==> src/rtl/dcache_pkg.sv <==
// dcache_pkg: shared state encoding, default sizing and big-endian byte/word packing for the data cache
package dcache_pkg;
  typedef enum logic [1:0] {IDLE, FILL, WRITE} dcache_state_t;
  localparam int XLEN_DEF = 32;
  localparam int LINES_DEF = 8;
  localparam int MEM_LATENCY_DEF = 4;
  typedef logic [0:3][7:0] bytes_t;
  function automatic logic [31:0] to_word(bytes_t b);
    return {b[0], b[1], b[2], b[3]};
  endfunction
  function automatic bytes_t to_bytes(logic [31:0] w);
    return {w[31:24], w[23:16], w[15:8], w[7:0]};
  endfunction
endpackage

==> src/rtl/dcache_if.sv <==
// dcache_if: datapath load/store port and byte-array memory port of the data cache
interface dcache_if import dcache_pkg::*; #(parameter int XLEN = XLEN_DEF);
  logic [XLEN-1:0] cpu_addr, cpu_wdata, cpu_rdata, mem_addr;
  logic cpu_rd, cpu_wr, cpu_stall, mem_write_en;
  bytes_t mem_data_in, mem_data_out;
  modport master(output cpu_addr, cpu_wdata, cpu_rd, cpu_wr, mem_data_out,
                 input cpu_rdata, cpu_stall, mem_addr, mem_data_in, mem_write_en);
  modport slave(input cpu_addr, cpu_wdata, cpu_rd, cpu_wr, mem_data_out,
                output cpu_rdata, cpu_stall, mem_addr, mem_data_in, mem_write_en);
endinterface

==> src/rtl/dcache_line_store.sv <==
// dcache_line_store: valid/tag/data arrays with an async read port and one write port; valid clears on reset
module dcache_line_store #(
  parameter int XLEN = 32,
  parameter int LINES = 8,
  parameter int TW = 27
)(
  input  logic                     clk,
  input  logic                     rst_b,
  input  logic [$clog2(LINES)-1:0] rd_idx,
  output logic                     rd_valid,
  output logic [TW-1:0]            rd_tag,
  output logic [XLEN-1:0]          rd_data,
  input  logic                     we,
  input  logic [$clog2(LINES)-1:0] wr_idx,
  input  logic                     wr_valid,
  input  logic [TW-1:0]            wr_tag,
  input  logic [XLEN-1:0]          wr_data
);
  logic [LINES-1:0] valid;
  logic [TW-1:0]    tags [LINES];
  logic [XLEN-1:0]  data [LINES];
  assign rd_valid = valid[rd_idx];
  assign rd_tag = tags[rd_idx];
  assign rd_data = data[rd_idx];
  always_ff @(posedge clk or negedge rst_b)
    if (!rst_b) valid <= '0;
    else if (we) valid[wr_idx] <= wr_valid;
  always_ff @(posedge clk)
    if (we) begin
      tags[wr_idx] <= wr_tag;
      data[wr_idx] <= wr_data;
    end
endmodule

==> src/rtl/dcache_ctrl.sv <==
// dcache_ctrl: direct-mapped, write-through, no-write-allocate one-word-line data cache.
// Optional DCACHE_STATS_EN adds saturating load hit/miss counters.
module dcache_ctrl import dcache_pkg::*; #(
  parameter int XLEN = XLEN_DEF,
  parameter int LINES = LINES_DEF,
  parameter int MEM_LATENCY = MEM_LATENCY_DEF
)(
  input logic clk,
  input logic rst_b,
  dcache_if.slave bus
`ifdef DCACHE_STATS_EN
  , output logic [XLEN-1:0] hit_count
  , output logic [XLEN-1:0] miss_count
`endif
);
  localparam int IW = $clog2(LINES);
  localparam int TW = XLEN - 2 - IW;
  localparam int CW = $clog2(MEM_LATENCY + 1);
  dcache_state_t state, nxt;
  logic [CW-1:0] cnt;
  logic [XLEN-3:0] la;
  logic [XLEN-1:0] ld, rd_data;
  logic [TW-1:0] rd_tag;
  logic rd_valid, hit, idle, done, we, stall, unused;
  assign idle = state == IDLE;
  assign done = cnt == '0;
  assign hit = rd_valid && rd_tag == bus.cpu_addr[XLEN-1 -: TW];
  assign we = idle ? bus.cpu_wr && hit : state == FILL && done;
  assign unused = ^bus.cpu_addr[1:0];
  // Store hits update from the live request; fills complete from the latched miss address
  dcache_line_store #(.XLEN(XLEN), .LINES(LINES), .TW(TW)) u_store (
    .clk     (clk),
    .rst_b   (rst_b),
    .rd_idx  (bus.cpu_addr[2 +: IW]),
    .rd_valid(rd_valid),
    .rd_tag  (rd_tag),
    .rd_data (rd_data),
    .we      (we),
    .wr_idx  (idle ? bus.cpu_addr[2 +: IW] : la[IW-1:0]),
    .wr_valid(1'b1),
    .wr_tag  (idle ? bus.cpu_addr[XLEN-1 -: TW] : la[XLEN-3 -: TW]),
    .wr_data (idle ? bus.cpu_wdata : to_word(bus.mem_data_out))
  );
  always_comb begin
    nxt = state;
    stall = 1'b0;
    bus.cpu_rdata = '0;
    case (state)
      IDLE:
        if (bus.cpu_wr) begin
          nxt = WRITE;
          stall = 1'b1;
        end else if (bus.cpu_rd) begin
          if (hit) bus.cpu_rdata = rd_data;
          else begin
            nxt = FILL;
            stall = 1'b1;
          end
        end
      FILL: begin
        stall = !done;
        if (done) begin
          nxt = IDLE;
          bus.cpu_rdata = to_word(bus.mem_data_out);
        end
      end
      default: begin
        stall = !done;
        if (done) nxt = IDLE;
      end
    endcase
  end
  // Stall drops the moment reset asserts, even with a request still on the bus
  assign bus.cpu_stall = stall && rst_b;
  assign bus.mem_addr = idle ? '0 : {la, 2'b00};
  assign bus.mem_write_en = state == WRITE;
  assign bus.mem_data_in = state == WRITE ? to_bytes(ld) : '0;
  always_ff @(posedge clk or negedge rst_b)
    if (!rst_b) begin
      state <= IDLE;
      cnt <= '0;
      la <= '0;
      ld <= '0;
    end else begin
      state <= nxt;
      if (idle && nxt != IDLE) begin
        cnt <= CW'(MEM_LATENCY - 1);
        la <= bus.cpu_addr[XLEN-1:2];
        ld <= bus.cpu_wdata;
      end else if (!done) cnt <= cnt - CW'(1);
    end
`ifdef DCACHE_STATS_EN
  always_ff @(posedge clk or negedge rst_b)
    if (!rst_b) begin
      hit_count <= '0;
      miss_count <= '0;
    end else begin
      if (idle && !bus.cpu_wr && bus.cpu_rd && hit && !(&hit_count)) hit_count <= hit_count + XLEN'(1);
      if (idle && nxt == FILL && !(&miss_count)) miss_count <= miss_count + XLEN'(1);
    end
`endif
endmodule

==> src/flat_wrapper.sv <==
// flat-port wrapper written by rule: the top's interface ports become plain ports
module dcache_ctrl_flat import dcache_pkg::*;
#(
  parameter int XLEN = XLEN_DEF,
  parameter int LINES = LINES_DEF,
  parameter int MEM_LATENCY = MEM_LATENCY_DEF
)
  (clk, rst_b, bus_cpu_addr, bus_cpu_wdata, bus_cpu_rd, bus_cpu_wr, bus_mem_data_out, bus_cpu_rdata, bus_cpu_stall, bus_mem_addr, bus_mem_data_in, bus_mem_write_en);
  dcache_if #(.XLEN(XLEN)) bus_i ();
  input logic clk;
  input logic rst_b;
  input wire logic [$bits(bus_i.cpu_addr)-1:0] bus_cpu_addr;
  input wire logic [$bits(bus_i.cpu_wdata)-1:0] bus_cpu_wdata;
  input wire logic [$bits(bus_i.cpu_rd)-1:0] bus_cpu_rd;
  input wire logic [$bits(bus_i.cpu_wr)-1:0] bus_cpu_wr;
  input wire logic [$bits(bus_i.mem_data_out)-1:0] bus_mem_data_out;
  output wire logic [$bits(bus_i.cpu_rdata)-1:0] bus_cpu_rdata;
  output wire logic [$bits(bus_i.cpu_stall)-1:0] bus_cpu_stall;
  output wire logic [$bits(bus_i.mem_addr)-1:0] bus_mem_addr;
  output wire logic [$bits(bus_i.mem_data_in)-1:0] bus_mem_data_in;
  output wire logic [$bits(bus_i.mem_write_en)-1:0] bus_mem_write_en;
  assign bus_i.cpu_addr = bus_cpu_addr;
  assign bus_i.cpu_wdata = bus_cpu_wdata;
  assign bus_i.cpu_rd = bus_cpu_rd;
  assign bus_i.cpu_wr = bus_cpu_wr;
  assign bus_i.mem_data_out = bus_mem_data_out;
  assign bus_cpu_rdata = bus_i.cpu_rdata;
  assign bus_cpu_stall = bus_i.cpu_stall;
  assign bus_mem_addr = bus_i.mem_addr;
  assign bus_mem_data_in = bus_i.mem_data_in;
  assign bus_mem_write_en = bus_i.mem_write_en;
  dcache_ctrl #(.XLEN(XLEN), .LINES(LINES), .MEM_LATENCY(MEM_LATENCY)) u_core (.clk(clk), .rst_b(rst_b), .bus(bus_i));
endmodule
==> config.mk <==
export PLATFORM = sky130hd
export DESIGN_NAME = dcache_ctrl_flat
export DESIGN_NICKNAME = d
export VERILOG_FILES = /design/src/rtl/dcache_pkg.sv /design/src/rtl/dcache_if.sv /design/src/rtl/dcache_line_store.sv /design/src/rtl/dcache_ctrl.sv /design/src/flat_wrapper.sv
export SDC_FILE = /design/constraint.sdc
export NUM_CORES = 1
export LEC_CHECK = 0
export BUFFER_PORTS_ARGS = -buffer_cell sky130_fd_sc_hd__buf_2
export CORE_MARGIN = 5
export CORE_UTILIZATION = 40
export DETAILED_ROUTE_END_ITERATION = 6
export GPL_TIMING_DRIVEN = 0
export HOLD_SLACK_MARGIN = 0.12
export MAX_ROUTING_LAYER = met4
export PLACE_DENSITY = 0.69
export SLEW_MARGIN = 25
export SYNTH_ARGS = -nofsm -noshare
export SYNTH_HDL_FRONTEND = slang
export SYNTH_SLANG_ARGS = --single-unit
==> constraint.sdc <==
create_clock -name clk -period 7.3 [get_ports clk]
set_clock_uncertainty 0.2 [all_clocks]
set_input_delay 1.46 -clock clk [delete_from_list [all_inputs] [get_ports clk]]
set_output_delay 1.46 -clock clk [all_outputs]
set_load 0.01 [all_outputs]
# ---- Yosys cells after proc, flatten, opt, wreduce, memory -nomap -nowiden
# Memories as Yosys holds them, arrays and structs flattened.
# Index checks and enable logic that the tools add are counted.
dict set report word_totals {
  regBits 75
  ram_bits 472
  output_inout_bits 98
  memories 2
}
# memory words word_bits read_ports rd_ports_with_merged_regs write_ports line_no
set mem_list {}
lappend mem_list {u_core.u_store.data 8 32 1 0 1 dcache_line_store.sv:21} ;# logic [XLEN-1:0] data [LINES];
lappend mem_list {u_core.u_store.tags 8 27 1 0 1 dcache_line_store.sv:20} ;# logic [TW-1:0] tags [LINES];
dict set report classes {
  n_addsub 1
  n_lt_le_gt_ge 3
  eq_ne 4
  muxes 28
  n_bitwise 1
  reduce_logical 10
}
# operator n
set op_table {}
lappend op_table {{$mux 32} 7}
lappend op_table {{$pmux 32 s2} 1}
lappend op_table {{$eq 27x27->1} 1}
lappend op_table {{$mux 27} 1}
lappend op_table {{$mux 2} 5}
lappend op_table {{$mux 1} 9}
lappend op_table {{$mux 3} 3}
lappend op_table {{$lt 3x4->1 const B} 2}
lappend op_table {{$or 8x8->8} 1}
lappend op_table {{$logic_and 1x1->1} 6}
lappend op_table {{$bmux 1 s3} 1}
lappend op_table {{$demux 1 s3} 1}
lappend op_table {{$ge 3x1->1 const B} 1}
lappend op_table {{$logic_not 3->1} 1}
lappend op_table {{$sub 3x1->3 const B} 1}
lappend op_table {{$eq 2x1->1 const B} 1}
lappend op_table {{$eq 2x2->1 const B} 1}
lappend op_table {{$logic_not 2->1} 1}
lappend op_table {{$ne 2x2->1 const B} 1}
lappend op_table {{$reduce_bool 2->1} 1}
lappend op_table {{$logic_not 1->1} 1}

# ---- Logic depth before layout (Yosys ltp)
dict set report logic_depth {
  word_depth 10
  mapped_depth 14
}

# ---- Hierarchy
# From an unflattened synthesis, not the netlist that was laid out.
dict set report unflattened {
  hier_cells 1095
  area_unflattened_um2 22759.3
}
# module instances cells_per_inst area_per_inst_um2 seq_area_each_um2
set by_module_without_submodules {}
lappend by_module_without_submodules {dcache_line_store 1 713 18291.3 14373.8}
lappend by_module_without_submodules {dcache_ctrl 1 382 4468.0 1676.6}

# ---- Worst setup path before layout
# OpenSTA, ideal clock, no wires.
dict set report synth_timing {
  path_type {input -> register}
  from {input port bus_cpu_addr[4]}
  to {memory u_core.u_store.data[2][0], enable pin}
  setup_ns 0.476
  t_arrival_ns 6.109
  required_ns 6.624
  setup_slack_ns 0.515
  path_stages 10
  path_cell_list {buf_2 > buf_2 > clkbuf_1 > mux4_2 > mux2i_1 > xor2_1 > nand4_1 > nor4_4 > a31oi_1 > nor2_1}
}
dict set report synth_between {
  elab_chain_cells 7
}
# element line_no
set synth_lines {}
lappend synth_lines {{start, declared} flat_wrapper.sv:12} ;# input wire logic [$bits(bus_i.cpu_addr)-1:0] bus_cpu_addr;
lappend synth_lines {{$mem_v2 8x27 / $bmux 1 s3 (equally long branches)} --}
lappend synth_lines {{$eq 27x27->1 / $mux 1 (equally long branches)} {dcache_ctrl.sv:27, dcache_line_store.sv:22}}
lappend synth_lines {{$logic_and 1x1->1} dcache_ctrl.sv:27} ;# assign hit = rd_valid && rd_tag == bus.cpu_addr[XLEN-1 -: TW];
lappend synth_lines {{$logic_and 1x1->1} dcache_ctrl.sv:28} ;# assign we = idle ? bus.cpu_wr && hit : state == FILL && done;
lappend synth_lines {{$mux 1} dcache_ctrl.sv:28}
lappend synth_lines {{$mux 1} dcache_line_store.sv:29} ;# if (we) begin
lappend synth_lines {{$mux 1 (not written as such)} dcache_line_store.sv:31} ;# data[wr_idx] <= wr_data;
lappend synth_lines {{end, declared} dcache_line_store.sv:21}
# Parallel ways exist; a longest one is shown, timed or not. The select of a mux whose other input is x is not followed.

# ---- Worst setup path in the final report
dict set report layout_timing {
  from {input port bus_cpu_addr[2]}
  to {output port bus_cpu_rdata[5]}
}
dict set report layout_between {
  elab_chain_cells 7
}
# element line_no
set layout_lines {}
lappend layout_lines {{$mem_v2 8x27 / $bmux 1 s3 (equally long branches)} --}
lappend layout_lines {{$eq 27x27->1 / $mux 1 (equally long branches)} {dcache_ctrl.sv:27, dcache_line_store.sv:22}}
lappend layout_lines {{$logic_and 1x1->1} dcache_ctrl.sv:27}
lappend layout_lines {{$mux 32 *} dcache_ctrl.sv:54} ;# if (hit) bus.cpu_rdata = rd_data;
lappend layout_lines {{$mux 32 *} dcache_ctrl.sv:53} ;# end else if (bus.cpu_rd) begin
lappend layout_lines {{$mux 32 *} dcache_ctrl.sv:50} ;# if (bus.cpu_wr) begin
lappend layout_lines {{$pmux 32 s2 *} dcache_ctrl.sv:48} ;# case (state)
lappend layout_lines {{end, declared} flat_wrapper.sv:17} ;# output wire logic [$bits(bus_i.cpu_rdata)-1:0] bus_cpu_rdata;
# Every way passes the cells marked *; elsewhere a longest branch is shown, timed or not. The select of a mux whose other input is x is not followed.

==> summary.txt <==
STA
  • Min cycle time layout: 7020 ps
  • Max Slew Vio Count: 0
  • Setup TNS: 0 ps
  • Final setup viols: 0
  • Fin Hold WS: 279 ps
  • RSZ-0062 raised after global routing: false
  • Final period util: 96.2%
  • Max-slew headroom: 30.9%
  • Final Hold Violating Endpoints: 0
  • Max Freq: 142 MHz
  • Measured slew at the worst slew-check pin: 1040 ps
  • PnR worst setup slack: 275 ps

CTS
  • # clock sinks: 547
  • Total CTS buffers: 56
  • CTS max path bufs: 3
  • Worst-Skew Late Latency: 610 ps
  • Root Driver: clkbuf_16
  • Max H-tree Level: 2
  • Clock transition at path regs: 60 ps
  • TritonCTS clock tree: done

Logic synthesis
  • Synth unique cells: 53
  • Cells after Synth: 1267
  • EDFF count, synth: 472
  • Synth async-reset ratio: 13.7%
  • Top_reg_cell synth: edfxtp_1
  • Flops & latches, synth: 547
  • Netlist area before placement: 22700 sq um
  • Yosys warns: 0
  • Mean post-synth cell area: 17.9 sq um
  • Sequential-to-total area share from yosys stat: 70.7%

Layout
  • Final #Nets: 1651
  • Area growth syn-to-layout: 21.0%
  • Layout cells sized above 1: 33.0%
  • Final non-filler cell total: 2353

Power and ir drop
  • Internal power: 6.78 mW
  • Clock Power Share: 31.2%
  • Sw frac: 29.0%
  • Sequential Power Share: 44.4%
  • Pleak: 10.3 nW
  • Power Density: 348 nW/um^2
  • Comb power frac: 24.3%
  • VDD IR max: 0.233 mV
  • Switching pwr: 2.77 mW

Floorplan
  • Initial Utilization: 40.3%
  • Die height: 248 um
  • Row count: 87
  • Die Area: 61600 sq um
  • IO Count: 198
  • Core area: 56300 sq um
  • Chip Width: 248 um

Critical path
  • Startpoint types: input pin
  • Crit path kind: in2out
  • CP Capture Type: output pin
  • Critical-path maximum fanout: 10
  • Required time worst endpoint: 5640 ps
  • Critical path arrival: 5360 ps

Placed design
  • # port buffers: 191
  • Final GP Congestion: 0.806
  • Setup WS pre-CTS: -243 ps
  • DPL Wire Length: 40400 um
  • Placed Cells incl. Taps: 2246

Routing
  • Iter 0 DRT Violations: 1167
  • Routed Antenna Nets: 0
  • DR WL met2: 29000 um
  • Routed wl met3: 4320 um
  • Drt pass-1 iters: 5
  • Top Layer Used: met4
  • DRC: 0
  • Vias: 12700
  • Wire per inst: 25.2 um
  • DRT Wirelength: 59300 um
  • Number of vias per cell: 5.39
  • M1 WL: 24500 um

GRT
  • Gr usage total: 19.8%
  • First-pass GRT wire length: 86400 um
  • Antenna violations before repair: 2
  • Largest net degree at the start of global routing: 64
  • Grt total ovfl: 0
  • Vias in the first global route: 13200

Run status
  • Status: finished clean

Worst hold path
  • HP Class: reg2reg

Run
  • Max-Cap Viols: 0
==> final timing paths <==
| path | from | end | slack [ps] | cells after the start |
|---|---|---|---|---|
| max in group asynchronous | rst_b | u_core.ld[15] | 5740 | 2 |
| min in group asynchronous | rst_b | u_core.ld[21] | 480 | 1 |
| hold reg to reg | u_core.u_store.valid[3] | u_core.u_store.valid[3] | 280 | 1 |
| setup / recovery | bus_cpu_addr[2] | bus_cpu_rdata[5] | 280 | 15 |
| setup reg to reg | u_core.u_store.tags[6][12] | u_core.u_store.data[6][14] | 2860 | 11 |
| hold / removal | u_core.u_store.valid[3] | u_core.u_store.valid[3] | 280 | 1 |
==> per-layer routing <==
metal  track usage (%)  up-vias
li1                  -     5523
met1              25.9     6521
met2              32.2      545
met3              3.54       91
met4              5.45        0
met5                 -        -
==> sequential cells by signal, indices dropped and copies added, names as in the netlist <==
register / flops
u_core.cnt: 3
u_core.u_store.valid: 8
u_core.ld: 32
u_core.la: 30
u_core.u_store.data: 256
u_core.state: 2
u_core.u_store.tags: 216
==> power groups by stage <==
stage | Clock (mW) | Combinational (mW) | Sequential, mW
detailed placement | 0 | 2.33 | 4.30
global placement | 0 | 2.20 | 4.29
floorplan | 0 | 1.41 | 4.25
CTS | 3.03 | 2.34 | 4.24
global route | 3.17 | 2.50 | 4.27
finish | 2.98 | 2.32 | 4.24
==> critical path, stage by stage <==
cell      delay [ps]
buf_2            150
buf_6            190
buf_6            200
buf_4            280
clkbuf_4         380
mux2i_1          340
xnor2_1          100
nor4_1           470
nand2_1          230
nor4_4           320
nand4_1          140
buf_4            210
clkbuf_1         240
o21ai_0          410
buf_2            220
==> placed cells by master, fill, tap and decap left out, types with 9 or more instances in the layout <==
cell type	count
o21ai_1	15
mux2_4	40
dfrtp_1	75
bufinv_16	9
mux2i_1	80
a21o_1	28
o21ai_0	23
buf_12	9
clkbuf_16	57
and2_1	64
clkinv_2	9
buf_2	205
clkbuf_1	43
xnor2_1	12
buf_16	27
a22oi_1	10
nand2_1	141
mux4_2	97
mux2_2	27
edfxtp_1	472
==> synthesized netlist by cell type, drive strengths merged (8+ instances only) <==
cell type | n | area (sq um)
a21oi | 8 | 40.0
a22oi | 10 | 75.1
mux4 | 98 | 2210
nand2 | 141 | 529
clkbuf | 35 | 131
buf | 35 | 307
and2 | 64 | 400
a21o | 29 | 219
xnor2 | 12 | 105
xor2 | 8 | 70.1
dfrtp | 75 | 1880
o21ai | 38 | 190
mux2 | 75 | 995
mux2i | 80 | 801
nor2 | 16 | 60.1
edfxtp | 472 | 14200
o21bai | 8 | 60.1
==> logic make-up (layout without fill, tap and decap cells) <==
family	count (synthesis)	after routing	share of synthesized area, %
compound gates	114	114	3.32
xor+xnor	20	20	0.772
fa+ha+maj	2	2	0.110
buf+inv	76	403	2.03
flops	547	547	70.7
mux	253	253	17.7
other cells	1	4	0.0165
simple gates	254	254	5.38
==> timing repair <==
item                                   4_1_cts  5_1_grt
buffers inserted                             1        0
endpoints found under the hold margin        0        0
cloned                                       0        0
pin swaps                                    1        0
resized for setup                            1        3
hold buffers                                 0        0
setup endpoints to repair                   32        3
==> metrics by stage <==
step	power, mW	instance area (sq um)	utilization [%]
floorplan	5.67	22700	-
global route	9.94	27500	48.8
detailed placement	6.63	25500	45.3
CTS	9.61	27400	48.8
global placement	6.49	24600	43.7
finish	9.55	27500	48.8
==> area by class of cell <==
cell class / instances / area (sq um)
inverters: 6 / 22.5
diodes: 2 / 5.00
clock inverters: 34 / 433
repair buffers: 223 / 1790
flip-flops and latches: 547 / 16100
multi-input cells: 645 / 6260
plain buffers: 70 / 444
clock buffers: 70 / 1510
well taps: 756 / 946
fillers: 4695 / 28800
Note: power is estimated with default switching activity, not from simulation.
